## src/rtl/conv_seq_pkg.sv

```systemverilog
// rtl/conv_seq_pkg.sv - FSM state codes, size helpers and width check for conv_window_sequencer
package conv_seq_pkg;

   typedef logic [2:0] state_t;

   localparam state_t ST_IDLE   = 3'd0;
   localparam state_t ST_FETCH  = 3'd1;
   localparam state_t ST_ISSUE  = 3'd2;
   localparam state_t ST_WAIT   = 3'd3;
   localparam state_t ST_OUTPUT = 3'd4;

   function automatic int out_size(input int image_size, input int kernel_size);
      return image_size - kernel_size + 1;
   endfunction

   function automatic int win_size(input int kernel_size);
      return kernel_size * kernel_size;
   endfunction

   // Both address buses must cover every pixel and every output position.
   function automatic bit addr_widths_ok(input int addr_width, input int out_addr_width,
                                         input int image_size, input int kernel_size);
      longint img_words;
      longint out_words;
      img_words = longint'(image_size) * longint'(image_size);
      out_words = longint'(out_size(image_size, kernel_size)) *
                  longint'(out_size(image_size, kernel_size));
      return ((longint'(1) << addr_width) >= img_words) &&
             ((longint'(1) << out_addr_width) >= out_words);
   endfunction

endpackage

```

## src/rtl/conv_seq_addr_gen.sv

```systemverilog
// rtl/conv_seq_addr_gen.sv - output-position and window-offset counters with image/result address math
module conv_seq_addr_gen
   import conv_seq_pkg::*;
#(
   parameter int KERNEL_SIZE    = 5,
   parameter int IMAGE_SIZE     = 28,
   parameter int ADDR_WIDTH     = 10,
   parameter int OUT_ADDR_WIDTH = 10,
   parameter int CNT_W          = 5
) (
   input  logic                      clk,
   input  logic                      reset,
   input  logic                      pos_clear,
   input  logic                      pos_step,
   input  logic                      fetch_en,
   output logic [CNT_W-1:0]          fetch_cnt,
   output logic [ADDR_WIDTH-1:0]     img_addr,
   output logic [OUT_ADDR_WIDTH-1:0] res_addr,
   output logic                      last_pos
);
   localparam int KSQ      = win_size(KERNEL_SIZE);
   localparam int OUT_SIZE = out_size(IMAGE_SIZE, KERNEL_SIZE);
   localparam int PW       = $clog2(IMAGE_SIZE + 1);
   localparam int KW       = $clog2(KERNEL_SIZE + 1);

   logic [PW-1:0]    orow_q, orow_d, ocol_q, ocol_d;
   logic [KW-1:0]    kr_q, kr_d, kc_q, kc_d;
   logic [CNT_W-1:0] n_q, n_d;

   always_comb begin
      orow_d = orow_q;
      ocol_d = ocol_q;
      if (pos_clear) begin
         orow_d = '0;
         ocol_d = '0;
      end else if (pos_step) begin
         if (ocol_q == PW'(OUT_SIZE - 1)) begin
            ocol_d = '0;
            orow_d = orow_q + PW'(1);
         end else begin
            ocol_d = ocol_q + PW'(1);
         end
      end
   end

   // Window offsets restart whenever the FSM is outside FETCH.
   always_comb begin
      n_d  = n_q;
      kr_d = kr_q;
      kc_d = kc_q;
      if (!fetch_en) begin
         n_d  = '0;
         kr_d = '0;
         kc_d = '0;
      end else if (n_q < CNT_W'(KSQ)) begin
         n_d = n_q + CNT_W'(1);
         if (kc_q == KW'(KERNEL_SIZE - 1)) begin
            kc_d = '0;
            kr_d = kr_q + KW'(1);
         end else begin
            kc_d = kc_q + KW'(1);
         end
      end
   end

   always_ff @(posedge clk) begin
      if (!reset) begin
         orow_q <= '0;
         ocol_q <= '0;
         kr_q   <= '0;
         kc_q   <= '0;
         n_q    <= '0;
      end else begin
         orow_q <= orow_d;
         ocol_q <= ocol_d;
         kr_q   <= kr_d;
         kc_q   <= kc_d;
         n_q    <= n_d;
      end
   end

   assign fetch_cnt = n_q;
   assign img_addr  = ADDR_WIDTH'((32'(orow_q) + 32'(kr_q)) * 32'(IMAGE_SIZE) +
                                  32'(ocol_q) + 32'(kc_q));
   assign res_addr  = OUT_ADDR_WIDTH'(32'(orow_q) * 32'(OUT_SIZE) + 32'(ocol_q));
   assign last_pos  = (orow_q == PW'(OUT_SIZE - 1)) && (ocol_q == PW'(OUT_SIZE - 1));

endmodule

```

## src/rtl/conv_window_sequencer.sv

```systemverilog
// rtl/conv_window_sequencer.sv - frame controller gathering KxK windows for the convolver
// Optional CONV_SEQ_RELU_EN clamps negative results to zero when latched.
module conv_window_sequencer
   import conv_seq_pkg::*;
#(
   parameter int DATA_WIDTH     = 16,
   parameter int KERNEL_SIZE    = 5,
   parameter int IMAGE_SIZE     = 28,
   parameter int ADDR_WIDTH     = 10,
   parameter int OUT_ADDR_WIDTH = 10
) (
   input  logic                                       clk,
   input  logic                                       reset,
   input  logic                                       start,
   output logic                                       busy,
   output logic                                       frame_done,
   output logic                                       img_rd_en,
   output logic [ADDR_WIDTH-1:0]                      img_rd_addr,
   input  logic [DATA_WIDTH-1:0]                      img_rd_data,
   output logic [KERNEL_SIZE*KERNEL_SIZE*DATA_WIDTH-1:0] conv_pixel,
   output logic                                       conv_write,
   input  logic                                       conv_done,
   input  logic [DATA_WIDTH-1:0]                      conv_result,
   output logic                                       res_valid,
   input  logic                                       res_ready,
   output logic [DATA_WIDTH-1:0]                      res_data,
   output logic [OUT_ADDR_WIDTH-1:0]                  res_addr
);
   localparam int KSQ   = win_size(KERNEL_SIZE);
   localparam int CNT_W = $clog2(KSQ + 1);
   localparam int WIN_W = KSQ * DATA_WIDTH;

   if (!addr_widths_ok(ADDR_WIDTH, OUT_ADDR_WIDTH, IMAGE_SIZE, KERNEL_SIZE)) begin : g_bad_width
      $error("conv_window_sequencer: ADDR_WIDTH/OUT_ADDR_WIDTH too narrow for IMAGE_SIZE");
   end

   state_t                    state_q, state_d;
   logic [WIN_W-1:0]          conv_pixel_q, conv_pixel_d;
   logic [DATA_WIDTH-1:0]     res_data_q, res_data_d;
   logic [OUT_ADDR_WIDTH-1:0] res_addr_q, res_addr_d;
   logic                      frame_done_q, frame_done_d;

   logic [CNT_W-1:0]          fetch_cnt;
   logic [ADDR_WIDTH-1:0]     gen_img_addr;
   logic [OUT_ADDR_WIDTH-1:0] gen_res_addr;
   logic                      last_pos;
   logic                      start_accept;
   logic                      handshake;
   logic [DATA_WIDTH-1:0]     result_in;

   assign start_accept = (state_q == ST_IDLE) && start;
   assign handshake    = (state_q == ST_OUTPUT) && res_ready;

`ifdef CONV_SEQ_RELU_EN
   assign result_in = conv_result[DATA_WIDTH-1] ? '0 : conv_result;
`else
   assign result_in = conv_result;
`endif

   conv_seq_addr_gen #(
      .KERNEL_SIZE   (KERNEL_SIZE),
      .IMAGE_SIZE    (IMAGE_SIZE),
      .ADDR_WIDTH    (ADDR_WIDTH),
      .OUT_ADDR_WIDTH(OUT_ADDR_WIDTH),
      .CNT_W         (CNT_W)
   ) u_addr_gen (
      .clk      (clk),
      .reset    (reset),
      .pos_clear(start_accept),
      .pos_step (handshake),
      .fetch_en (state_q == ST_FETCH),
      .fetch_cnt(fetch_cnt),
      .img_addr (gen_img_addr),
      .res_addr (gen_res_addr),
      .last_pos (last_pos)
   );

   always_comb begin
      state_d      = state_q;
      conv_pixel_d = conv_pixel_q;
      res_data_d   = res_data_q;
      res_addr_d   = res_addr_q;
      frame_done_d = 1'b0;
      case (state_q)
         ST_IDLE: begin
            if (start) state_d = ST_FETCH;
         end
         ST_FETCH: begin
            // RAM data lags the address by one cycle, so count n fills slot n-1.
            for (int i = 0; i < KSQ; i++) begin
               if (fetch_cnt == CNT_W'(i + 1)) conv_pixel_d[i*DATA_WIDTH +: DATA_WIDTH] = img_rd_data;
            end
            if (fetch_cnt == CNT_W'(KSQ)) state_d = ST_ISSUE;
         end
         ST_ISSUE: begin
            state_d = ST_WAIT;
         end
         ST_WAIT: begin
            if (conv_done) begin
               res_data_d = result_in;
               res_addr_d = gen_res_addr;
               state_d    = ST_OUTPUT;
            end
         end
         ST_OUTPUT: begin
            if (res_ready) begin
               if (last_pos) begin
                  frame_done_d = 1'b1;
                  state_d      = ST_IDLE;
               end else begin
                  state_d = ST_FETCH;
               end
            end
         end
         default: state_d = ST_IDLE;
      endcase
   end

   always_ff @(posedge clk) begin
      if (!reset) begin
         state_q      <= ST_IDLE;
         conv_pixel_q <= '0;
         res_data_q   <= '0;
         res_addr_q   <= '0;
         frame_done_q <= 1'b0;
      end else begin
         state_q      <= state_d;
         conv_pixel_q <= conv_pixel_d;
         res_data_q   <= res_data_d;
         res_addr_q   <= res_addr_d;
         frame_done_q <= frame_done_d;
      end
   end

   assign busy        = (state_q != ST_IDLE);
   assign frame_done  = frame_done_q;
   assign img_rd_en   = (state_q == ST_FETCH) && (fetch_cnt < CNT_W'(KSQ));
   assign img_rd_addr = img_rd_en ? gen_img_addr : '0;
   assign conv_pixel  = conv_pixel_q;
   assign conv_write  = (state_q == ST_ISSUE);
   assign res_valid   = (state_q == ST_OUTPUT);
   assign res_data    = res_data_q;
   assign res_addr    = res_addr_q;

endmodule

```

## config.mk

```make
export PLATFORM = sky130hd
export DESIGN_NAME = conv_window_sequencer
export DESIGN_NICKNAME = d
export VERILOG_FILES = /design/src/rtl/conv_seq_pkg.sv /design/src/rtl/conv_seq_addr_gen.sv /design/src/rtl/conv_window_sequencer.sv
export SDC_FILE = /design/constraint.sdc
export NUM_CORES = 1
export LEC_CHECK = 0
export CAP_MARGIN = 20
export CORE_MARGIN = 1.5
export CORE_UTILIZATION = 44
export DETAILED_ROUTE_END_ITERATION = 12
export MAX_ROUTING_LAYER = met4
export PLACE_DENSITY = 0.76
export SLEW_MARGIN = 20
export SYNTH_ARGS = -nofsm -noshare
export SYNTH_HDL_FRONTEND = slang
export SYNTH_SLANG_ARGS = --single-unit
```

## constraint.sdc

```tcl
create_clock -name clk -period 4.9 [get_ports clk]
set_input_delay 1.225 -clock clk [delete_from_list [all_inputs] [get_ports clk]]
set_output_delay 1.225 -clock clk [all_outputs]
set_load 0.005 [all_outputs]
```

==> run_results.csv, run 1 <==
group,metric,value,unit
sta,finalMaxSlewViolations,0,
sta,slew_headroom,29.31,%
setup_path,worstSetupPathType,"flop to output pin",
clock_tree,cts.sinks,451,
setup_path,ff2ff_setup_slack,1.98,ns
logic_synthesis,yosys-top-cells-area,"dfxtp_1 51%, nand2_1 14%, a21oi_1 10%",
placed_design,gp_congestion,0.8870,
logic_synthesis,avgSynthCellArea,8.207,sq um
sta,finalSetupViolCount,5,
placed_design,dp.cells,3051,
logic_synthesis,synthDistinctLibCells,66,
sta,rsz0062_at_grt,"true",
run_status,violations,"negative setup slack",
logic_synthesis,ys_top_cells_by_count,"672 x nand2_1, 451 x dfxtp_1, 374 x a21oi_1, 122 x nand3_1, 110 x clkbuf_1",
global_routing,antenna_found_initial,0,
pwr,powerDensity,317.0,nW/um^2
route,routed_wirelength,62670,um
placed_design,portBuffers,477,
die,fp.dieH,204.4,um
cells_and_area,fin_nets,2662,
sta,worstMarginPinSlew,1.060,ns
setup_path,critPathMaxStageDelay,0.55,ns
run_status,outcome,"complete, but fails checks",
logic_synthesis,synth_fp_nets,2259,
logic_synthesis,synth.top_cell.area_share,50.58,%
route,drtAntennaViolNets,0,
clock_tree,cts-root-buf,"clkbuf_16",
route,first_pass_iters,7,
route,drc,0,
logic_synthesis,yosysMostFrequentCell,"nand2_1",
logic_synthesis,synth_top_area_cell,"dfxtp_1",
die,core_area,39910,sq um
route,drtIter0Drc,1264,
placed_design,dpl_worst_slack,-0.4008,ns
placed_design,dp_hpwl,40500,um
setup_path,critPathLaunchType,"flop",
clock_tree,cts.clk_slew.worst_paths,0.06,ns
logic_synthesis,ys_seq_area_share,50.58,%
logic_synthesis,async_flop_share,0,%
setup_path,required,3.67,ns
setup_path,critPathCaptureType,"output pin",
clock_tree,h-tree-depth,2,
sta,skew,0.01911,ns
logic_synthesis,synth_edf_count,0,
global_routing,overflow,0,
die,io_pins,478,
logic_synthesis,yosys_register_bits,451,
global_routing,grt_pass1_wl,93750,um
global_routing,grt_max_degree,121,
pwr,p_leak,8.507,nW
cells_and_area,drive_above_1_share,8.528,%
die,std_cell_rows,73,
route,vias,16820,
sta,hold_viol_final,0,
die,start_util,44.72,%
cells_and_area,utilization,61.61,%
sta,setup_tns,-1.296,ns
clock_tree,cts_buffers,47,
global_routing,grtUsageTotal,29.95,%
cells_and_area,stdcell_area,24590,sq um
clock_tree,clock_latency,0.58,ns
clock_tree,cts_tree,"yes",
sta,period_needed,5.262,ns
flow_run,drv_cap,0,
setup_path,critPathMaxFanout,3,
pwr,irDropWorstVdd,0.2979,mV
global_routing,grt_pass1_vias,16130,
setup_path,cp.arrival,4.04,ns
cells_and_area,syn_to_final_growth,37.77,%
logic_synthesis,synth.cell_area,17850,sq um
clock_tree,clk_path_buf_depth,3,
die,die_w,204.4,um
logic_synthesis,synth_flop_cell,"dfxtp_1",
placed_design,placed_area,22900,sq um
cells_and_area,layoutNonFillerInstCount,3140,
worst_hold_path,hp-class,"flop to flop",
logic_synthesis,synthCells,2175,
sta,final.setup.worst_slack,-0.3620,ns
cells_and_area,antennaDiodeCount,0,
sta,fmax,190.0,MHz
setup_path,path_cells,"ha_4 -> fa_2 -> fa_1 -> ha_2 -> inv_2 -> fa_1 -> inv_2 -> ha_4 -> o21a_1 -> o31a_1 -> o21ai_2 -> a2111o_1 -> nand2_1 -> buf_2",
setup_path,critPathSlowestCell,"fa_1",
route,drt-vias-per-instance,5.356,
die,die_area,41790,sq um
logic_synthesis,ys.warnings.count,0,
route,wl_per_cell,19.96,um
sta,fin_crit_sh,107.4,%
==> placed cells by master, fill, tap and decap left out, types with 3 or more instances in the layout <==
master,synthesis,layout
clkdlybuf4s50_1,0,464
a21oi_1,374,372
bufinv_16,0,3
nor3_4,3,4
nor2_1,83,82
buf_2,35,12
dfxtp_1,451,449
nand2_1,672,671
inv_1,24,21
and3_1,7,7
nand4_1,4,4
nor2b_1,7,7
buf_4,11,55
a31oi_1,3,3
nand3_1,122,122
fa_1,7,6
a211oi_1,5,4
ha_1,40,37
a21oi_2,20,22
clkbuf_1,110,7
nor3_1,5,5
clkbuf_16,0,48
nand3_2,3,3
nand2_4,3,3
xor2_1,13,11
mux2i_1,52,52
a21o_1,10,10
clkinv_2,0,8
nor2_4,9,10
nand2b_1,5,5
o21ai_0,9,7
xnor2_1,15,13
buf_12,0,3
clkbuf_8,0,14
and2_1,5,4
==> flip-flops by register name (all words and copies together), names as in the netlist, 3 cells and up <==
signal	count
res_data	16
u_addr_gen.kc_q	3
u_addr_gen.kr_q	3
u_addr_gen.ocol_q	5
u_addr_gen.fetch_cnt	5
res_addr	10
conv_pixel	400
state_q	3
u_addr_gen.orow_q	5
==> metrics by stage <==
stage                     power (mW)  hold slack, ns
final                          7.796          0.4515
after global routing           8.010          0.4684
after CTS                      7.829          0.4534
after detailed placement       4.174          0.4453
after global placement         4.168          0.4408
after floorplan                3.999          0.4527
==> what timing repair did <==
| item | CTS | global route |
|---|---|---|
| pin swaps | 15 | 8 |
| gates resized for setup | 43 | 4 |
| setup buffers | 3 | 1 |
| endpoints found under the setup margin | 6 | 6 |
| hold buffers | 0 | 0 |
==> path summary, 6_finish.rpt <==
check / startpoint / end / depth (start not counted)
min: conv_pixel[325] / conv_pixel[325] / 2
min reg2reg: conv_pixel[325] / conv_pixel[325] / 2
max reg2reg: u_addr_gen.fetch_cnt[4] / conv_pixel[277] / 5
max: u_addr_gen.orow_q[0] / img_rd_addr[9] / 14
==> worst max-delay path: cells and delay by family (launching register included) <==
kind | cells | cell delay, ns
buffers and inverters | 3 | 0.21
adders and majority gates | 6 | 2.16
DFF | 1 | 0.35
and+or+nand+nor | 1 | 0.09
AOI/OAI and AO/OA | 4 | 0.66
==> power by group <==
| part | total, mW | leakage, nW | switching (mW) | internal [mW] |
|---|---|---|---|---|
| Sequential | 3.71 | 3.63 | 0.0258 | 3.68 |
| Combinational | 0.393 | 4.08 | 0.278 | 0.114 |
| Clock | 3.70 | 0.794 | 1.52 | 2.17 |
==> layout make-up <==
class	count	area [sq um]
fillers	3394	15320
flip-flops and latches	451	9031
multi-input cells	1519	8015
repair buffers	535	5182
clock buffers	69	1420
well taps	525	656.9
clock inverters	17	187.7
inverters	24	97.59
==> layer usage <==
layer / routed length (um) / share of wire, % / track usage, %
met3: 5868 / 9.4 / 6.665
met4: 2499 / 4.0 / 12.05
met2: 29290 / 47 / 48.01
met5: 0 / 0 / -
met1: 25010 / 40 / 36.47
==> cell families after synthesis <==
logic type / share of synthesized area [%]
AND/OR/NAND/NOR: 23.05
flip-flops: 50.58
AO/OA/AOI/OAI: 13.38
buffers and inverters: 5.110
multiplexers: 2.916
adder cells (fa/ha/maj): 3.589
XOR/XNOR: 1.374
(Power assumes the default switching activity.)
==> run 2, diff against run 1 <==
- PLACE_DENSITY: 0.76 -> 0.85
==> run_results.csv, run 2 (synthesis results as in run 1) <==
group,metric,value,unit
global_routing,grt_use_met2,47.49,%
placed_design,portBuffers,477,
clock_tree,cts.clk_slew.worst_paths,0.06,ns
sta,rsz0062_at_grt,"true",
run_status,outcome,"complete, but fails checks",
sta,period_needed,5.260,ns
pwr,p_sw_share,23.18,%
clock_tree,cts-root-buf,"clkbuf_16",
cells_and_area,fin_nets,2663,
pwr,pwr-share-comb,5.1,%
setup_path,critPathMaxFanout,3,
setup_path,required,3.67,ns
pwr,powerDensity,309.2,nW/um^2
die,die_area,41790,sq um
setup_path,critPathCaptureType,"output pin",
sta,finalMaxSlewViolations,0,
die,core_area,39910,sq um
global_routing,met1_usage,34.88,%
run_status,violations,"negative setup slack",
route,drtAntennaViolNets,0,
cells_and_area,drive_above_1_share,8.343,%
global_routing,overflow,0,
die,io_pins,478,
global_routing,grt_pass1_wl,93870,um
global_routing,antenna_found_initial,0,
die,start_util,44.72,%
route,drt-vias-per-instance,5.482,
clock_tree,h-tree-depth,2,
sta,hold_viol_final,0,
pwr,clkPwrFrac,46.0,%
clock_tree,cts_buffers,46,
sta,fin_crit_sh,107.3,%
route,drc,0,
die,fp.dieH,204.4,um
cells_and_area,utilization,61.42,%
placed_design,placed_area,22860,sq um
sta,fmax,190.1,MHz
cells_and_area,syn_to_final_growth,37.33,%
sta,finalSetupViolCount,5,
worst_hold_path,hp-class,"flop to flop",
pwr,p_seq_share,48.9,%
cells_and_area,stdcell_area,24510,sq um
cells_and_area,layout_commonest_cell,"nand2_1",
setup_path,worstSetupPathType,"flop to output pin",
cells_and_area,largest_reg_flops,400,
clock_tree,clk_path_buf_depth,3,
global_routing,use_met3,8.068,%
cells_and_area,antennaDiodeCount,0,
die,die_w,204.4,um
sta,skew,0.01535,ns
global_routing,grt_pass1_vias,16580,
route,drtIter0Drc,1333,
route,routed_wirelength,62650,um
placed_design,gp_congestion,0.9365,
setup_path,critPathLaunchType,"flop",
clock_tree,hold_buffers,0,
pwr,internal-power,5.823,mW
flow_run,drv_cap,0,
sta,final.setup.worst_slack,-0.3601,ns
clock_tree,clock_latency,0.57,ns
sta,worstMarginPinSlew,1.076,ns
global_routing,grt_busiest_layer,"met2",
placed_design,dp.cells,3045,
pwr,total_power,7.579,mW
global_routing,grtUsageTotal,29.79,%
route,wl_per_cell,19.96,um
route,vias,17200,
clock_tree,cts_tree,"yes",
route,first_pass_iters,6,
sta,setup_tns,-1.296,ns
die,std_cell_rows,73,
pwr,p_sw,1.756,mW
sta,slew_headroom,27.76,%
cells_and_area,layoutNonFillerInstCount,3138,
pwr,irDropWorstVdd,0.3159,mV
setup_path,cp.arrival,4.04,ns
clock_tree,cts.sinks,451,
global_routing,grt_max_degree,135,
placed_design,dp_hpwl,41180,um
pwr,p_leak,8.460,nW
cells_and_area,layout_common_cells,"671 x nand2_1, 465 x clkdlybuf4s50_1, 449 x dfxtp_1",
==> run 2: cell types whose count changed in the layout (fill, tap and decap cells not counted), moves of 2 or more <==
| cell | previous run | this run |
|---|---|---|
| clkbuf_1 | 7 | 10 |
| clkinv_2 | 8 | 5 |
| a21oi_1 | 372 | 370 |
| a21oi_2 | 22 | 24 |
| buf_2 | 12 | 10 |
| bufinv_16 | 3 | 1 |
==> run 2: routing by layer <==
layer,routed length (um),share of wire (%)
met1,24350,39
met2,28920,46
met3,6202,9.9
met4,3179,5.1
met5,0,0
==> run 2: layout make-up <==
type                            count  area (sq um)
Fill cell                        3190         15400
Sequential cell                   451          9031
Multi-Input combinational cell   1519          8013
Timing Repair Buffer              537          5211
Clock buffer                       71          1406
Tap cell                          525         656.9
Clock inverter                     11         97.59
Inverter                           24         97.59
==> run 2: timing repair <==
item                       in CTS  in global routing
setup endpoints to repair       6                  6
gates resized for setup        40                  6
pin swaps                      14                  9
setup buffers                   7                  4
==> run 2: power by group through the flow <==
stage | combinational [mW] | sequential, mW | clock, mW
after floorplan | 0.221 | 3.78 | 0
after global placement | 0.368 | 3.79 | 0
after detailed placement | 0.378 | 3.79 | 0
after CTS | 0.380 | 3.71 | 3.52
after global routing | 0.404 | 3.71 | 3.68
final | 0.387 | 3.71 | 3.48
==> run 2: critical path: stages, from the launching register on <==
cell and delay, ns:
dfxtp_2 0.34, ha_4 0.16, fa_2 0.36, xor2_2 0.17, fa_1 0.49, ha_2 0.19
inv_2 0.04, fa_1 0.49, inv_2 0.05, ha_4 0.21, buf_4 0.13, a21oi_2 0.14
o21ai_2 0.08, buf_4 0.14, a31o_2 0.20, a21oi_2 0.14, buf_2 0.13
==> run 2: through the flow <==
stage                     setup WS (ns)  hold WS [ns]
after global placement          -0.3369        0.4400
after global routing            -0.5028        0.4677
after CTS                       -0.4324        0.4539
after floorplan                  0.1959        0.4527
after detailed placement        -0.4024        0.4454
final                           -0.3601        0.4520
==> run 2: final timing paths <==
| kind | startpoint | endpoint | slack (ns) | cells past startpoint |
|---|---|---|---|---|
| hold reg to reg | res_data[15] | res_data[15] | 0.45 | 2 |
| hold / removal | res_data[15] | res_data[15] | 0.45 | 2 |
| setup / recovery | u_addr_gen.orow_q[0] | img_rd_addr[8] | -0.36 | 16 |
| setup reg to reg | u_addr_gen.orow_q[0] | res_addr[9] | 2.12 | 9 |
